$ cat src/rtl/register_write_arbiter.sv
// Register-file write port arbiter: clears x1..x31 after reset, then round-robins
// between the execute (A) and load (B) writeback requesters with one registered write per cycle.
module register_write_arbiter #(
    parameter int DATA_WIDTH     = 32,
    parameter int REG_ADDR_WIDTH = 5
) (
    input  logic                      clk,
    input  logic                      reset,
    input  logic                      aValid,
    input  logic [REG_ADDR_WIDTH-1:0] aReg,
    input  logic [DATA_WIDTH-1:0]     aData,
    output logic                      aReady,
    input  logic                      bValid,
    input  logic [REG_ADDR_WIDTH-1:0] bReg,
    input  logic [DATA_WIDTH-1:0]     bData,
    output logic                      bReady,
    output logic                      writeEnable,
    output logic [REG_ADDR_WIDTH-1:0] desRegister,
    output logic [DATA_WIDTH-1:0]     writeData,
    output logic                      clearBusy,
    output logic [15:0]               stallCount
);

    typedef enum logic {CLEAR, ARB} stateT;
    typedef enum logic {PTR_A, PTR_B} ptrT;

    localparam logic [REG_ADDR_WIDTH-1:0] FIRST_INDEX = REG_ADDR_WIDTH'(1);
    localparam logic [REG_ADDR_WIDTH-1:0] LAST_INDEX  = '1;
    localparam logic [15:0]               STALL_MAX   = 16'hFFFF;

    stateT                     state, stateNext;
    ptrT                       rrPtr, rrPtrNext;
    logic [REG_ADDR_WIDTH-1:0] clearIndex, clearIndexNext;
    logic                      writeEnableNext;
    logic [REG_ADDR_WIDTH-1:0] desRegisterNext;
    logic [DATA_WIDTH-1:0]     writeDataNext;
    logic [15:0]               stallCountNext;

    assign clearBusy = (state == CLEAR);

    always_comb begin
        // NOTE: every signal written here gets a default first so no path leaves it
        // unassigned; a missing default would infer a latch.
        stateNext       = state;
        rrPtrNext       = rrPtr;
        clearIndexNext  = clearIndex;
        writeEnableNext = 1'b0;
        desRegisterNext = desRegister;
        writeDataNext   = writeData;
        stallCountNext  = stallCount;
        aReady          = 1'b0;
        bReady          = 1'b0;

        case (state)
            CLEAR: begin
                writeEnableNext = 1'b1;
                desRegisterNext = clearIndex;
                writeDataNext   = '0;
                clearIndexNext  = clearIndex + FIRST_INDEX;
                if (clearIndex == LAST_INDEX) begin
                    stateNext = ARB;
                end
            end
            ARB: begin
                // A wins unless B also asks and the pointer favours B.
                aReady = aValid && (!bValid || rrPtr == PTR_A);
                bReady = bValid && !aReady;
                if (aReady) begin
                    writeEnableNext = (aReg != '0);
                    if (aReg != '0) begin
                        desRegisterNext = aReg;
                        writeDataNext   = aData;
                    end
                    rrPtrNext = PTR_B;
                end else if (bReady) begin
                    writeEnableNext = (bReg != '0);
                    if (bReg != '0) begin
                        desRegisterNext = bReg;
                        writeDataNext   = bData;
                    end
                    rrPtrNext = PTR_A;
                end
                if (((aValid && !aReady) || (bValid && !bReady)) && stallCount != STALL_MAX) begin
                    stallCountNext = stallCount + 16'd1;
                end
            end
            default: stateNext = CLEAR;
        endcase

        // Nothing is accepted while reset is held: any grant would be discarded anyway.
        if (reset) begin
            aReady = 1'b0;
            bReady = 1'b0;
        end
    end

    // NOTE: sequential state uses non-blocking assignments so every register samples
    // the pre-edge values, independent of statement order.
    always_ff @(posedge clk) begin
        if (reset) begin
            state       <= CLEAR;
            rrPtr       <= PTR_A;
            clearIndex  <= FIRST_INDEX;
            writeEnable <= 1'b0;
            desRegister <= '0;
            writeData   <= '0;
            stallCount  <= '0;
        end else begin
            state       <= stateNext;
            rrPtr       <= rrPtrNext;
            clearIndex  <= clearIndexNext;
            writeEnable <= writeEnableNext;
            desRegister <= desRegisterNext;
            writeData   <= writeDataNext;
            stallCount  <= stallCountNext;
        end
    end

endmodule

$ cat config.mk
export PLATFORM = sky130hd
export DESIGN_NAME = register_write_arbiter
export DESIGN_NICKNAME = d
export VERILOG_FILES = /design/src/rtl/register_write_arbiter.sv
export SDC_FILE = /design/constraint.sdc
export NUM_CORES = 1
export LEC_CHECK = 0
export CAP_MARGIN = 0
export CORE_AREA = 5 5 107 89
export CTS_BUF_LIST = sky130_fd_sc_hd__clkbuf_4
export DETAILED_ROUTE_END_ITERATION = 12
export DIE_AREA = 0 0 112 94
export PLACE_DENSITY = 0.77
export SYNTH_ARGS = -nofsm -noshare
export SYNTH_HDL_FRONTEND = slang
export SYNTH_SLANG_ARGS = --single-unit
$ cat constraint.sdc
create_clock -name clk -period 1.8 [get_ports clk]
set_clock_uncertainty 0.05 [all_clocks]
set_input_delay 0.36 -clock clk [delete_from_list [all_inputs] [get_ports clk]]
set_output_delay 0.36 -clock clk [all_outputs]
set_load 0.05 [all_outputs]
==> key figures <==
Run status
  – Status: finished with violations
  – Failing checks: setup timing

Floorplanning
  – Die ar.: 10500 µm²
  – Initial Util: 39.0%
  – Core area: 8300 µm²
  – Die Height: 94 µm
  – Row count: 30
  – Die width: 112 µm
  – Ports: 135

Logic synthesis
  – Mapped Nets: 441
  – Yosys Warn Count: 0
  – Ys flop type: dfxtp_1
  – Synthesized area per cell: 8.98 µm²
  – Ys async rst share: 0%
  – EDFF count, synth: 0
  – Synth Register Bits: 61
  – Synthesized area: 3230 µm²
  – Sequential area share after synthesis: 37.8%
  – Post-synth cell types: 42
  – Post-synthesis instance total: 360

Clock network
  – # clock sinks: 61
  – Clk_lat worst skew: 0.40 ns
  – Hold_buf cts: 0
  – CTS buffer count: 9
  – TritonCTS clock tree: built
  – Clk root buf: clkbuf_4
  – H-tree depth: 3
  – Clk buf depth: 2
  – Reg clk slew, reported paths: 0.10 ns

Timing
  – Post-layout min period: 1.82 ns
  – Worst Tran Pin Value: 0.383 ns
  – Final period util: 101%
  – # setup viols final: 2
  – Fmax: 0.550 GHz
  – Hold Vio Cnt, Final: 0
  – RSZ-0062 raised after global routing: yes
  – Setup slack after layout: -0.0187 ns
  – Rel. slew slack: 74.4%
  – Slew Limit Fails: 0

Setup path
  – CP required: 1.39 ns
  – Worst R2R Start: stallCount[0]
  – Worst Path Max Fanout: 4
  – CP Data Arrival Time: 1.41 ns
  – CP startpoint kind: input pin
  – Worst reg-to-reg path cell count: 6
  – Critical Path End Type: primary output
  – Crit-path cells: dlygate4sd2_1 > buf_4 > a21boi_4 > buf_12 > and3_4 > buf_12
  – Slowest CP cell: dlygate4sd2_1
  – Max incr delay on CP: 0.27 ns
  – R2r setup slk: 0.06 ns
  – WS Path Type: input pin to primary output
  – CP dominant cell by count: buf_12
  – Reg2reg end: stallCount[3]

Global routing
  – Largest net degree at the start of global routing: 41
  – Initial antenna violation count: 0
  – Total track usage: 19.7%
  – Grt ovf: 0
  – Vias in the first global route: 3512
  – First-pass GRT wire length: 17.1 mm

Detailed routing
  – Via count: 3553
  – 1st-iter DRT viols: 146
  – DRT antenna net count: 0
  – DRC viols: 0
  – DR vias/cell: 5.60
  – Drt pass-1 iters: 5
  – Routed WL: 11.3 mm
  – DR WL/cell: 17.8 µm

Power
  – Final Power: 2.70 mW
  – P per Cell Area: 517 nW/µm²
  – Peak VDD IR: 0.274 mV
  – Leak: 2.00 nW

Place
  – Hpwl dp: 7.67 mm
  – Cell Area, Placed: 4810 µm²
  – # port buffers: 134
  – Gpl congestion: 0.797

Final layout
  – Area grow syn2layout: 61.8%
  – Commonest non-fill, non-tap cell in the layout: buf_4
  – Share of cells above drive strength 1: 36.2%
  – Most frequent cells in the layout: buf_4 (87), clkdlybuf4s50_1 (67), dfxtp_1 (43), a21oi_1 (42), nand4_1 (36)
  – Fill count: 682
  – Nets: 598
  – Ant. Diodes: 0
  – Post-route cell area: 5230 µm²

Worst hold path
  – Min-delay src: reset
  – Hold Crit Class: input pin to flop
  – Hold path cells: 4
  – WHS Endpoint: clearIndex[0]

Job
  – Max_cap viols: 0
synth_stat cells (2+ instances only):
| library cell | instances | area, µm² |
|---|---|---|
| ha_1 | 3 | 37.5 |
| nand2_1 | 13 | 48.8 |
| o21ai_0 | 2 | 10.0 |
| mux2_2 | 34 | 383 |
| clkbuf_1 | 19 | 71.3 |
| a211o_1 | 5 | 43.8 |
| xor2_1 | 2 | 17.5 |
| and4_1 | 2 | 17.5 |
| nand4_1 | 36 | 225 |
| o31ai_1 | 8 | 60.1 |
| or3_1 | 2 | 12.5 |
| nor2_1 | 17 | 63.8 |
| dfxtp_1 | 61 | 1220 |
| nor3_1 | 4 | 20.0 |
| or4_1 | 9 | 67.6 |
| nor2b_1 | 3 | 18.8 |
| buf_2 | 12 | 60.1 |
| mux2i_1 | 13 | 130 |
| inv_1 | 3 | 11.3 |
| nand3_1 | 8 | 40.0 |
| and3_1 | 5 | 31.3 |
| o211ai_1 | 33 | 248 |
| a21oi_1 | 44 | 220 |
| buf_1 | 4 | 15.0 |
area by class of cell:
cell class,instances,area (µm²),share of cell area [%]
multi-input cells,259,1920,36.7
repair buffers,182,1790,34.3
flip-flops and latches,61,1260,24.1
well taps,112,140,2.68
clock buffers,10,75.1,1.44
clock inverters,6,30.0,0.574
inverters,4,15.0,0.287
worst max path at each step:
stage	endpoint	slack (ns)	start
global route	bReady	-0.07	rrPtr
detailed placement	writeData[15]	-0.56	bReg[2]
finish	aReady	-0.02	bValid
global placement	writeData[19]	-0.54	bReg[2]
CTS	bReady	-0.05	rrPtr
floorplan	desRegister[0]	-0.005	aReg[2]
per-layer routing:
layer	wire [µm]	GRT usage, %	up-vias	part of all wire [%]
li1	-	-	1696	-
met1	4570	23.6	1676	40
met2	5560	33.0	167	49
met4	149	5.61	0	1.3
met3	1010	7.60	14	9.0
met5	0	0	-	0
flip-flops by register name (all words and copies together), names as in the netlist:
signal / flops
writeData: 32
stallCount: 16
clearIndex: 5
state: 1
writeEnable: 1
desRegister: 5
rrPtr: 1
worst max-delay path: cells and delay by family:
family | cells | cell delay, ns
buf+inv | 4 | 0.68
compound gates | 1 | 0.18
simple gates | 1 | 0.18
where the power goes:
| group | leakage, nW | internal (mW) | switching [mW] |
|---|---|---|---|
| logic | 1.44 | 0.326 | 0.232 |
| registers | 0.504 | 1.36 | 0.0130 |
| clock network | 0.0610 | 0.283 | 0.495 |
logic make-up after synthesis:
family          synth area share, %
compound gates                 20.0
mux                            15.9
flops                          37.8
buf+inv                        5.34
simple gates                   19.1
fa+ha+maj                      1.16
xor+xnor                      0.813
metrics by stage:
| step | instances | util [%] | setup TNS (ns) | hold WS, ns | setup slack (ns) |
|---|---|---|---|---|---|
| final | 634 | 63.0 | -0.0234 | 0.391 | -0.0187 |
| after global routing | 634 | 63.0 | -0.138 | 0.370 | -0.0734 |
| after CTS | 626 | 60.5 | -0.0899 | 0.348 | -0.0469 |
| after detailed placement | 604 | 58.0 | -23.57 | 0.406 | -0.562 |
| after global placement | 604 | 58.0 | -22.48 | 0.402 | -0.541 |
| after floorplan | 360 | - | -0.116 | 0.390 | -0.00525 |
repair_timing:
action                                 in CTS  in global routing
buffers inserted                            5                  2
gates cloned                                1                  6
pin swaps                                   3                 11
endpoints found under the hold margin       0                  0
setup endpoints to repair                  38                 47
resized for setup                          11                 18
No activity file was read; power rests on OpenSTA's default activity.
==> RTL edit (same settings) <==
Register the output `stallCount` once more; this adds one clock of latency there. The other outputs are not delayed to match.
--- a/src/rtl/register_write_arbiter.sv
+++ b/src/rtl/register_write_arbiter.sv
@@ -30,2 +30,4 @@
 
+    logic [15:0] stallCount_s0;
+
     stateT                     state, stateNext;
@@ -49,3 +51,3 @@
         writeDataNext   = writeData;
-        stallCountNext  = stallCount;
+        stallCountNext  = stallCount_s0;
         aReady          = 1'b0;
@@ -82,4 +84,4 @@
                 end
-                if (((aValid && !aReady) || (bValid && !bReady)) && stallCount != STALL_MAX) begin
-                    stallCountNext = stallCount + 16'd1;
+                if (((aValid && !aReady) || (bValid && !bReady)) && stallCount_s0 != STALL_MAX) begin
+                    stallCountNext = stallCount_s0 + 16'd1;
                 end
@@ -106,3 +108,3 @@
             writeData   <= '0;
-            stallCount  <= '0;
+            stallCount_s0 <= '0;
         end else begin
@@ -114,4 +116,8 @@
             writeData   <= writeDataNext;
-            stallCount  <= stallCountNext;
+            stallCount_s0 <= stallCountNext;
         end
+    end
+
+    always_ff @(posedge clk) begin
+        stallCount <= stallCount_s0;
     end
Formal check against the unedited RTL: no difference found for any inputs over 10 cycles, from zero or initial values and one cycle with reset high; that may be too few to reach the edited logic, so the function may still have changed.
==> RTL edit against the unedited design <==
  * Via count up 11%
  * Cell area is 4.5% higher
  * Count of clock-buffer cells in the layout did not move
  * Synthesized cell count rose by 15%
  * Synthesized area grew 11%
  * Sequential cell count grew 16
  * Final cell count increased by 7.6%
  * Worst setup slack better by 0.028 ns
  * Wire length increased by 4.2%
  * Total power rose by 25%
  * Combinational power shrank 11%
  * Highest routed layer unchanged
  * Clock power up 48%
==> RTL edit: results (changes against the unedited design) <==
status completed (was finished with violations); Layout fillers 644 (was 682); Post-DP HPWL 7940 um (was 7670 um); met1 layer usage reported by global route 27.1% (was 23.6%); Worst IR Drop VDD 0.000345 V (was 0.000274 V); gr usage total 20.6% (was 19.7%); final non-filler cell total 682 (was 634); critical path arrival 2.08 ns (was 1.41 ns); Root Driver clkbuf_4 (unchanged); routed wl met3 918 um (was 1010 um); Distinct cells, synth 46 (was 42); share of flip-flops with an asynchronous set or reset 0% (unchanged); worst-path maximum fanout 12 (was 4); syn nets 494 (was 441); Clock Power Share 34.0% (was 28.8%); Psw 829 uW (was 740 uW); initial antenna violation count 0 (unchanged); TritonCTS Buffers 9 (unchanged); Post-CTS Repair Setup Buffers 2 (was 5); Pleak 0.00213 uW (was 0.00200 uW); clock insertion delay at the later pin of the skew report 0.42 ns (was 0.40 ns); combinational power 495 uW (was 558 uW); placed cell area 5010 um^2 (was 4810 um^2); wire length on met1 5050 um (was 4570 um); Largest regs writeData x32, stallCount x16, stallCount_s0 x16 (was writeData x32, stallCount x16); met2 wire length 5590 um (was 5560 um); met2 GRT Util 33.3% (was 33.0%); DR DRC count 0 (unchanged); 1st-iter DRT viols 348 (was 146); most frequent cells after synthesis 85 x nand2_1, 77 x dfxtp_1, 44 x a21oi_1 (was 61 x dfxtp_1, 44 x a21oi_1, 36 x nand4_1); register area share after synthesis 43.1% (was 37.8%); Synth Area per Inst 8.65 um^2 (was 8.98 um^2); worst slew pin tran 0.432 ns (was 0.383 ns); cells resized by post-CTS repair 20 (was 11); total wire length 11800 um (was 11300 um); Placed Cells 651 (was 604); top cells by area, synth dfxtp_1 43%, nand2_1 8.9%, a221o_1 8.7% (was dfxtp_1 38%, mux2_2 12%, o211ai_1 7.7%); clock-pin slew on the worst setup and hold paths 0.12 ns (was 0.10 ns); largest net degree at the start of global routing 48 (was 41); Vias 3929 (was 3553); Clk power 1150 uW (was 779 uW); Setup TNS Final 0 ns (was -0.0234 ns); first-pass GRT wire length 17800 um (was 17100 um); pre-CTS setup slack -0.502 ns (was -0.562 ns); GR Util met3 5.54% (was 7.60%); path type of the worst min-delay path register to register (was input pin to register); number of global-route vias before repair 3611 (was 3512); Placer Congestion 0.812 (was 0.797); YS warnings 0 (unchanged); ratio of cells with drive above 1 in the final layout 25.8% (was 36.2%)
## RTL edit: cell types whose count changed in the layout (fill, tap and decap cells not counted), moves of 5 or more
cell and delta:
a211o_1 -5, dfxtp_1 +27, nand2_1 +70, dfxtp_2 -7
mux2_2 -34, o211ai_1 -33, a221o_1 +31, a311o_1 +5
## RTL edit: final timing paths
kind	slack, ns	cells past startpoint	from	to
min reg2reg	0.34	0	stallCount_s0[1]$_SDFFE_PP0P_	stallCount[1]$_DFF_P_
min	0.34	0	stallCount_s0[1]$_SDFFE_PP0P_	stallCount[1]$_DFF_P_
max reg2reg	0.05	7	rrPtr$_SDFFE_PP0P_	writeData[18]$_SDFFE_PP0P_
max	0.01	9	bValid	writeData[18]$_SDFFE_PP0P_
## RTL edit: kinds of logic after synthesis
logic type,share of synthesized area [%]
buffers and inverters,6.37
flip-flops,43.1
XOR/XNOR,0.981
adder cells (fa/ha/maj),1.05
multiplexers,2.52
AND/OR/NAND/NOR,23.8
AO/OA/AOI/OAI,22.2
## RTL edit: critical path, stage by stage
cell	delay, ns
dlygate4sd2_1	0.29
buf_4	0.17
a21boi_4	0.19
buf_4	0.18
o21ai_4	0.09
buf_6	0.14
clkbuf_16	0.16
a221o_1	0.31
a21oi_1	0.18
## RTL edit: layout make-up
| class | count | area (um^2) | area share (%) |
|---|---|---|---|
| tap | 112 | 140 | 2.56 |
| inverter | 4 | 22.5 | 0.412 |
| clock inverter | 5 | 76.3 | 1.40 |
| sequential | 77 | 1560 | 28.4 |
| timing repair buffer | 181 | 1710 | 31.3 |
| clock buffer | 10 | 75.1 | 1.37 |
| multi-input combinational | 293 | 1890 | 34.5 |
